===== src/rtl/riscv_pkg.sv =====
// Core-wide constants: opcodes, IO register selects and
// the seven-segment glyph table shared by the MMIO stage.
package riscv_pkg;

  localparam logic [6:0] OP_LOAD  = 7'b0000011;
  localparam logic [6:0] OP_STORE = 7'b0100011;
  localparam logic [6:0] OP_IMM   = 7'b0010011;
  localparam logic [6:0] OP_REG   = 7'b0110011;

  localparam logic [1:0] IO_SWITCH = 2'b00;
  localparam logic [1:0] IO_LED    = 2'b01;
  localparam logic [1:0] IO_SEG    = 2'b10;
  localparam logic [1:0] IO_BTN    = 2'b11;

  // Active-low {g..a}; entry N is the glyph for hex digit N.
  localparam logic [15:0][6:0] SEG_HEX = {
    7'h0E, 7'h06, 7'h21, 7'h46,
    7'h03, 7'h08, 7'h10, 7'h00,
    7'h78, 7'h02, 7'h12, 7'h19,
    7'h30, 7'h24, 7'h79, 7'h40
  };

  function automatic logic [7:0] seg_decode(
    input logic [3:0] nib
  );
    return {1'b1, SEG_HEX[nib]};
  endfunction

endpackage


===== src/rtl/mmio_unit_if.sv =====
// Load/store bus between the controller side and the
// memory/IO split stage.
interface mmio_unit_if;

  logic        mem_read;
  logic        mem_write;
  logic        io_read;
  logic        io_write;
  logic [31:0] addr;
  logic [31:0] wdata;
  logic [31:0] mem_rdata;
  logic [31:0] rdata;
  logic        mem_we;

  modport master (
    output mem_read,
    output mem_write,
    output io_read,
    output io_write,
    output addr,
    output wdata,
    output mem_rdata,
    input  rdata,
    input  mem_we
  );

  modport slave (
    input  mem_read,
    input  mem_write,
    input  io_read,
    input  io_write,
    input  addr,
    input  wdata,
    input  mem_rdata,
    output rdata,
    output mem_we
  );

endinterface


===== src/rtl/mmio_unit_debounce.sv =====
// Button conditioner: 2-flop sync, stability counter,
// accepted level and a one-cycle rising-edge strobe.
module mmio_unit_debounce #(
  parameter logic [19:0] DEBOUNCE_CYCLES = 20'd500000
) (
  input  logic clk,
  input  logic rst,
  input  logic raw,
  output logic level,
  output logic rise
);

  logic        s1;
  logic        s2;
  logic [19:0] cnt;
  logic        hit;

  assign hit  = (s2 != level) &&
                (cnt == DEBOUNCE_CYCLES - 20'd1);
  assign rise = hit & ~level;

  always_ff @(posedge clk) begin
    if (rst) begin
      s1    <= 1'b0;
      s2    <= 1'b0;
      cnt   <= '0;
      level <= 1'b0;
    end else begin
      s1 <= raw;
      s2 <= s1;
      if (s2 == level) begin
        cnt <= '0;
      end else if (hit) begin
        cnt   <= '0;
        level <= ~level;
      end else begin
        cnt <= cnt + 20'd1;
      end
    end
  end

endmodule


===== src/rtl/mmio_unit.sv =====
// Memory/IO split stage: routes loads/stores to data memory
// or the board IO registers and scans the 8-digit display.
module mmio_unit
  import riscv_pkg::*;
#(
  parameter logic [19:0] DEBOUNCE_CYCLES = 20'd500000,
  parameter logic [16:0] SCAN_DIV        = 17'd100000,
  parameter int          SW_WIDTH        = 16
) (
  input  logic                clk,
  input  logic                rst,
  mmio_unit_if.slave          bus,
  input  logic [SW_WIDTH-1:0] switches,
  input  logic                button,
  output logic [SW_WIDTH-1:0] led,
  output logic [7:0]          seg_an,
  output logic [7:0]          seg_cat
);

  logic [SW_WIDTH-1:0] sw_s1;
  logic [SW_WIDTH-1:0] sw_s2;
  logic [31:0]         seg_reg;
  logic [16:0]         scan_cnt;
  logic [2:0]          dig_idx;
  logic                btn_level;
  logic                btn_rise;
  logic                press_sticky;
  logic [1:0]          sel;
  logic [31:0]         io_word;
  logic                led_wr;
  logic                seg_wr;
  logic                btn_rd;
  logic                unused_addr;

  assign sel         = bus.addr[3:2];
  assign unused_addr = ^{bus.addr[31:4], bus.addr[1:0]};

  assign led_wr = bus.io_write && (sel == IO_LED);
  assign seg_wr = bus.io_write && (sel == IO_SEG);
  assign btn_rd = bus.io_read  && (sel == IO_BTN);

  mmio_unit_debounce #(
    .DEBOUNCE_CYCLES(DEBOUNCE_CYCLES)
  ) u_debounce (
    .clk  (clk),
    .rst  (rst),
    .raw  (button),
    .level(btn_level),
    .rise (btn_rise)
  );

  always_comb begin
    io_word = '0;
    unique case (sel)
      IO_SWITCH: io_word = 32'(sw_s2);
      IO_LED:    io_word = 32'(led);
      IO_SEG:    io_word = seg_reg;
      IO_BTN:    io_word = {30'b0, btn_level, press_sticky};
    endcase
  end

  // IO wins over memory when both read strobes are up.
  always_comb begin
    bus.rdata = '0;
    if (bus.io_read) begin
      bus.rdata = io_word;
    end else if (bus.mem_read) begin
      bus.rdata = bus.mem_rdata;
    end
  end

  assign bus.mem_we = bus.mem_write & ~bus.io_write;

  always_ff @(posedge clk) begin
    if (rst) begin
      sw_s1        <= '0;
      sw_s2        <= '0;
      led          <= '0;
      seg_reg      <= '0;
      press_sticky <= 1'b0;
    end else begin
      sw_s1 <= switches;
      sw_s2 <= sw_s1;
      if (led_wr) begin
        led <= bus.wdata[SW_WIDTH-1:0];
      end
      if (seg_wr) begin
        seg_reg <= bus.wdata;
      end
      if (btn_rise) begin
        press_sticky <= 1'b1;
      end else if (btn_rd) begin
        press_sticky <= 1'b0;
      end
    end
  end

  always_ff @(posedge clk) begin
    if (rst) begin
      scan_cnt <= '0;
      dig_idx  <= '0;
    end else if (scan_cnt == SCAN_DIV - 17'd1) begin
      scan_cnt <= '0;
      dig_idx  <= dig_idx + 3'd1;
    end else begin
      scan_cnt <= scan_cnt + 17'd1;
    end
  end

  assign seg_an  = ~(8'd1 << dig_idx);
  assign seg_cat = seg_decode(seg_reg[{dig_idx, 2'b00} +: 4]);

endmodule


===== src/flat_wrapper.sv =====
// flat-port wrapper written by rule: the top's interface ports become plain ports
module mmio_unit_flat import riscv_pkg::*;
#(
  parameter logic [19:0] DEBOUNCE_CYCLES = 20'd500000,
  parameter logic [16:0] SCAN_DIV        = 17'd100000,
  parameter int          SW_WIDTH        = 16
)
  (clk, rst, switches, button, led, seg_an, seg_cat, bus_mem_read, bus_mem_write, bus_io_read, bus_io_write, bus_addr, bus_wdata, bus_mem_rdata, bus_rdata, bus_mem_we);
  mmio_unit_if bus_i ();
  input  logic clk;
  input  logic rst;
  input  logic [SW_WIDTH-1:0] switches;
  input  logic button;
  output logic [SW_WIDTH-1:0] led;
  output logic [7:0] seg_an;
  output logic [7:0] seg_cat;
  input wire logic [$bits(bus_i.mem_read)-1:0] bus_mem_read;
  input wire logic [$bits(bus_i.mem_write)-1:0] bus_mem_write;
  input wire logic [$bits(bus_i.io_read)-1:0] bus_io_read;
  input wire logic [$bits(bus_i.io_write)-1:0] bus_io_write;
  input wire logic [$bits(bus_i.addr)-1:0] bus_addr;
  input wire logic [$bits(bus_i.wdata)-1:0] bus_wdata;
  input wire logic [$bits(bus_i.mem_rdata)-1:0] bus_mem_rdata;
  output wire logic [$bits(bus_i.rdata)-1:0] bus_rdata;
  output wire logic [$bits(bus_i.mem_we)-1:0] bus_mem_we;
  assign bus_i.mem_read = bus_mem_read;
  assign bus_i.mem_write = bus_mem_write;
  assign bus_i.io_read = bus_io_read;
  assign bus_i.io_write = bus_io_write;
  assign bus_i.addr = bus_addr;
  assign bus_i.wdata = bus_wdata;
  assign bus_i.mem_rdata = bus_mem_rdata;
  assign bus_rdata = bus_i.rdata;
  assign bus_mem_we = bus_i.mem_we;
  mmio_unit #(.DEBOUNCE_CYCLES(DEBOUNCE_CYCLES), .SCAN_DIV(SCAN_DIV), .SW_WIDTH(SW_WIDTH)) u_core (.clk(clk), .rst(rst), .bus(bus_i), .switches(switches), .button(button), .led(led), .seg_an(seg_an), .seg_cat(seg_cat));
endmodule

===== config.mk =====
export PLATFORM = sky130hd
export DESIGN_NAME = mmio_unit_flat
export DESIGN_NICKNAME = d
export VERILOG_FILES = /design/src/rtl/riscv_pkg.sv /design/src/rtl/mmio_unit_if.sv /design/src/rtl/mmio_unit_debounce.sv /design/src/rtl/mmio_unit.sv /design/src/flat_wrapper.sv
export SDC_FILE = /design/constraint.sdc
export NUM_CORES = 1
export LEC_CHECK = 0
export BUFFER_PORTS_ARGS = -buffer_cell sky130_fd_sc_hd__buf_2
export CAP_MARGIN = 20
export CORE_MARGIN = 2
export CORE_UTILIZATION = 40
export CTS_CLUSTER_DIAMETER = 30
export CTS_CLUSTER_SIZE = 8
export DETAILED_ROUTE_END_ITERATION = 8
export PLACE_DENSITY = 0.65
export SETUP_SLACK_MARGIN = 0.2
export SLEW_MARGIN = 10
export SYNTH_ARGS = -nofsm -noshare
export SYNTH_HDL_FRONTEND = slang
export SYNTH_SLANG_ARGS = --single-unit

===== constraint.sdc =====
create_clock -name clk -period 3.7 [get_ports clk]
set_input_delay 0.37 -clock clk [delete_from_list [all_inputs] [get_ports clk]]
set_output_delay 0.37 -clock clk [all_outputs]
set_load 0.01 [all_outputs]

==> impl_metrics.json <==
{
  "dp_hpwl_um": 11700,
  "finalHoldViolCount": 0,
  "routabilityCongestion": 0.888,
  "worst_hold_path.endpoint": "u_core.sw_s1[13]",
  "yosys_warnings": 0,
  "numPlacedInstances": 949,
  "syn_to_final_growth_pct": 25.5,
  "worstSetupPathType": "flop to output pin",
  "cts-root-buf": "clkbuf_16",
  "ios": 184,
  "wirelength_um": 15800,
  "fin_tns_setup_ns": 0,
  "grt_pass1_vias": 4664,
  "status": "finished clean",
  "postCtsResizedCells": 1,
  "routed_via_density": 5.26,
  "hold_class": "input port to flop",
  "cp.arrival_ns": 3.01,
  "final_cell_mix": "buf_2 (152), nand2_1 (134), dfxtp_1 (123), a21oi_1 (63), nor2b_1 (37)",
  "setup-violations-final": 0,
  "synth-edff-count": 0,
  "rsz0062_at_grt": "false",
  "min_path_cells": 2,
  "clk_pin_slew_worst_paths_ns": 0.05,
  "syn_area_um2": 5740,
  "startpoint_type": "flop",
  "gr-usage-all-layers": 0.206,
  "die_y_um": 124,
  "path_max_fanout": 12,
  "final_util": 0.517,
  "port_buffers": 152,
  "clock.fmax_mhz": 295,
  "finalCritPeriodShare": 0.915,
  "finalMaxSlewViolations": 0,
  "r2r_slack_ns": 1.67,
  "grt-ovfl-total": 0,
  "rows": 43,
  "crit_required_ns": 3.33,
  "grt_pass1_wl_um": 23800,
  "ys.flop_type": "dfxtp_1",
  "die_w_um": 124,
  "grt_max_degree": 44,
  "async_flop_share": 0,
  "synth_nets": 786,
  "end_kind": "output pin",
  "ff2ff_path_depth": 5,
  "cts.hold.buffers_added": 0,
  "wl_per_cell_um": 16.1,
  "drive_gt1_frac": 0.259,
  "r2r_end": "u_core.u_debounce.cnt[16]",
  "drtIter0Drc": 353,
  "slew-limit-headroom": 0.366,
  "seq_area_frac_synth": 0.433,
  "clk-insertion-delay-late_ns": 0.42,
  "synth_seq_cells": 124,
  "filler_cell_count": 1316,
  "fin_crit_ns": 3.38,
  "cap_viol_max_count": 0,
  "worst_pin_slew_ns": 0.947,
  "htreeDepth": 4,
  "synthCells": 654,
  "avgSynthCellArea_um2": 8.77,
  "hp-start": "switches[13]",
  "p_total_mw": 3.34,
  "dr.pass1.iters": 4,
  "ys_types": 43,
  "ant_nets": 0,
  "fin_nets": 920,
  "die_area_um2": 15300,
  "ctsLongestPathBuffers": 2,
  "hold_ws_ns": 0.163,
  "largest_register_ffs": 32,
  "vias": 5159,
  "power_density_nw_per_um2": 464,
  "clock_skew_ns": 0.0125,
  "drt_drc_violations_left": 0,
  "fin_cells": 981,
  "cts_tree": "done",
  "cts-buffers-inserted": 17,
  "final_common_cell": "buf_2",
  "coreArea_um2": 13900,
  "vdd_drop_max_v": 0.000252,
  "clkSinkCount": 124,
  "antenna_found_initial": 1,
  "power_leakage_nw": 3.01,
  "timing.rr.start": "u_core.u_debounce.cnt[0]",
  "initial_utilization": 0.412,
  "postCtsSetupRepairBufs": 0
}
worst max path at each step:
stage	startpoint	to	depth (start not counted)	slack (ns)
finish	u_core.dig_idx[0]	seg_cat[0]	7	0.32
global route	u_core.dig_idx[0]	seg_cat[0]	7	0.20
CTS	u_core.dig_idx[0]	seg_cat[0]	7	0.31
detailed placement	u_core.dig_idx[0]	seg_cat[0]	7	0.52
global placement	u_core.dig_idx[0]	seg_cat[4]	7	0.64
floorplan	u_core.dig_idx[0]	seg_cat[4]	7	1.08
worst max-delay path, cell delays in order (launching register included):
cell and delay [ns]:
dfxtp_2 0.54, mux4_1 0.64, mux2i_1 0.44, inv_1 0.14, ha_1 0.28, and3_2 0.19
a211o_1 0.23, buf_2 0.14
cells in the mapped netlist (3+ instances only):
| cell type | number | area (µm²) |
|---|---|---|
| and3_1 | 6 | 37.5 |
| nand2_1 | 134 | 503 |
| buf_6 | 3 | 33.8 |
| mux2i_1 | 22 | 220 |
| dfxtp_1 | 124 | 2480 |
| clkbuf_1 | 35 | 131 |
| mux2_2 | 3 | 33.8 |
| a21oi_1 | 63 | 315 |
| a22o_1 | 33 | 289 |
| nor2_1 | 29 | 109 |
| nand4_1 | 11 | 68.8 |
| buf_2 | 7 | 35.0 |
| xor2_1 | 17 | 149 |
| ha_1 | 13 | 163 |
| or3_1 | 11 | 68.8 |
| xnor2_1 | 6 | 52.6 |
| o21ai_0 | 27 | 135 |
| mux4_2 | 4 | 90.1 |
| nand3_1 | 13 | 65.1 |
| or4_1 | 5 | 37.5 |
| o31ai_1 | 5 | 37.5 |
| and4_1 | 4 | 35.0 |
| mux4_1 | 6 | 158 |
| inv_1 | 11 | 41.3 |
| nor2b_1 | 38 | 238 |
| and2_1 | 3 | 18.8 |
through the flow:
step	instance area (µm²)	setup WS [ns]
final	7200	0.316
after global routing	7200	0.202
after CTS	7200	0.306
after detailed placement	6590	0.525
after global placement	6590	0.639
after floorplan	5740	1.08
cell type report:
cell class	count	area, µm²	area share
inverters	12	45.0	0.00626
diodes	1	2.50	0.000348
repair buffers	161	828	0.115
flip-flops and latches	124	2480	0.345
clock inverters	11	143	0.0198
clock buffers	20	467	0.0648
well taps	180	225	0.0313
multi-input cells	472	3000	0.417
cell families after synthesis:
| group | Yosys count | share of synthesized area |
|---|---|---|
| buffers and inverters | 58 | 0.0441 |
| DFF | 124 | 0.433 |
| other | 1 | 0.000654 |
| and+or+nand+nor | 267 | 0.224 |
| xor gates and xnor gates | 23 | 0.0351 |
| AOI/OAI and AO/OA | 131 | 0.140 |
| adders and majority gates | 13 | 0.0284 |
| muxes | 37 | 0.0953 |
routing by layer:
| layer | GRT usage | share of wire | wire [µm] | up-vias |
|---|---|---|---|---|
| met2 | 0.342 | 0.48 | 7510 | 177 |
| met1 | 0.258 | 0.44 | 6940 | 2428 |
| li1 | - | - | - | 2533 |
| met4 | 0.0859 | 0.019 | 307 | 0 |
| met5 | 0 | 0 | 0 | - |
| met3 | 0.0481 | 0.065 | 1030 | 21 |
report_power, final:
group	internal (mW)	switching, mW
Sequential	1.37	0.0244
Clock	1.10	0.585
Combinational	0.115	0.140
Total	2.59	0.749
(Power assumes the default switching activity.)
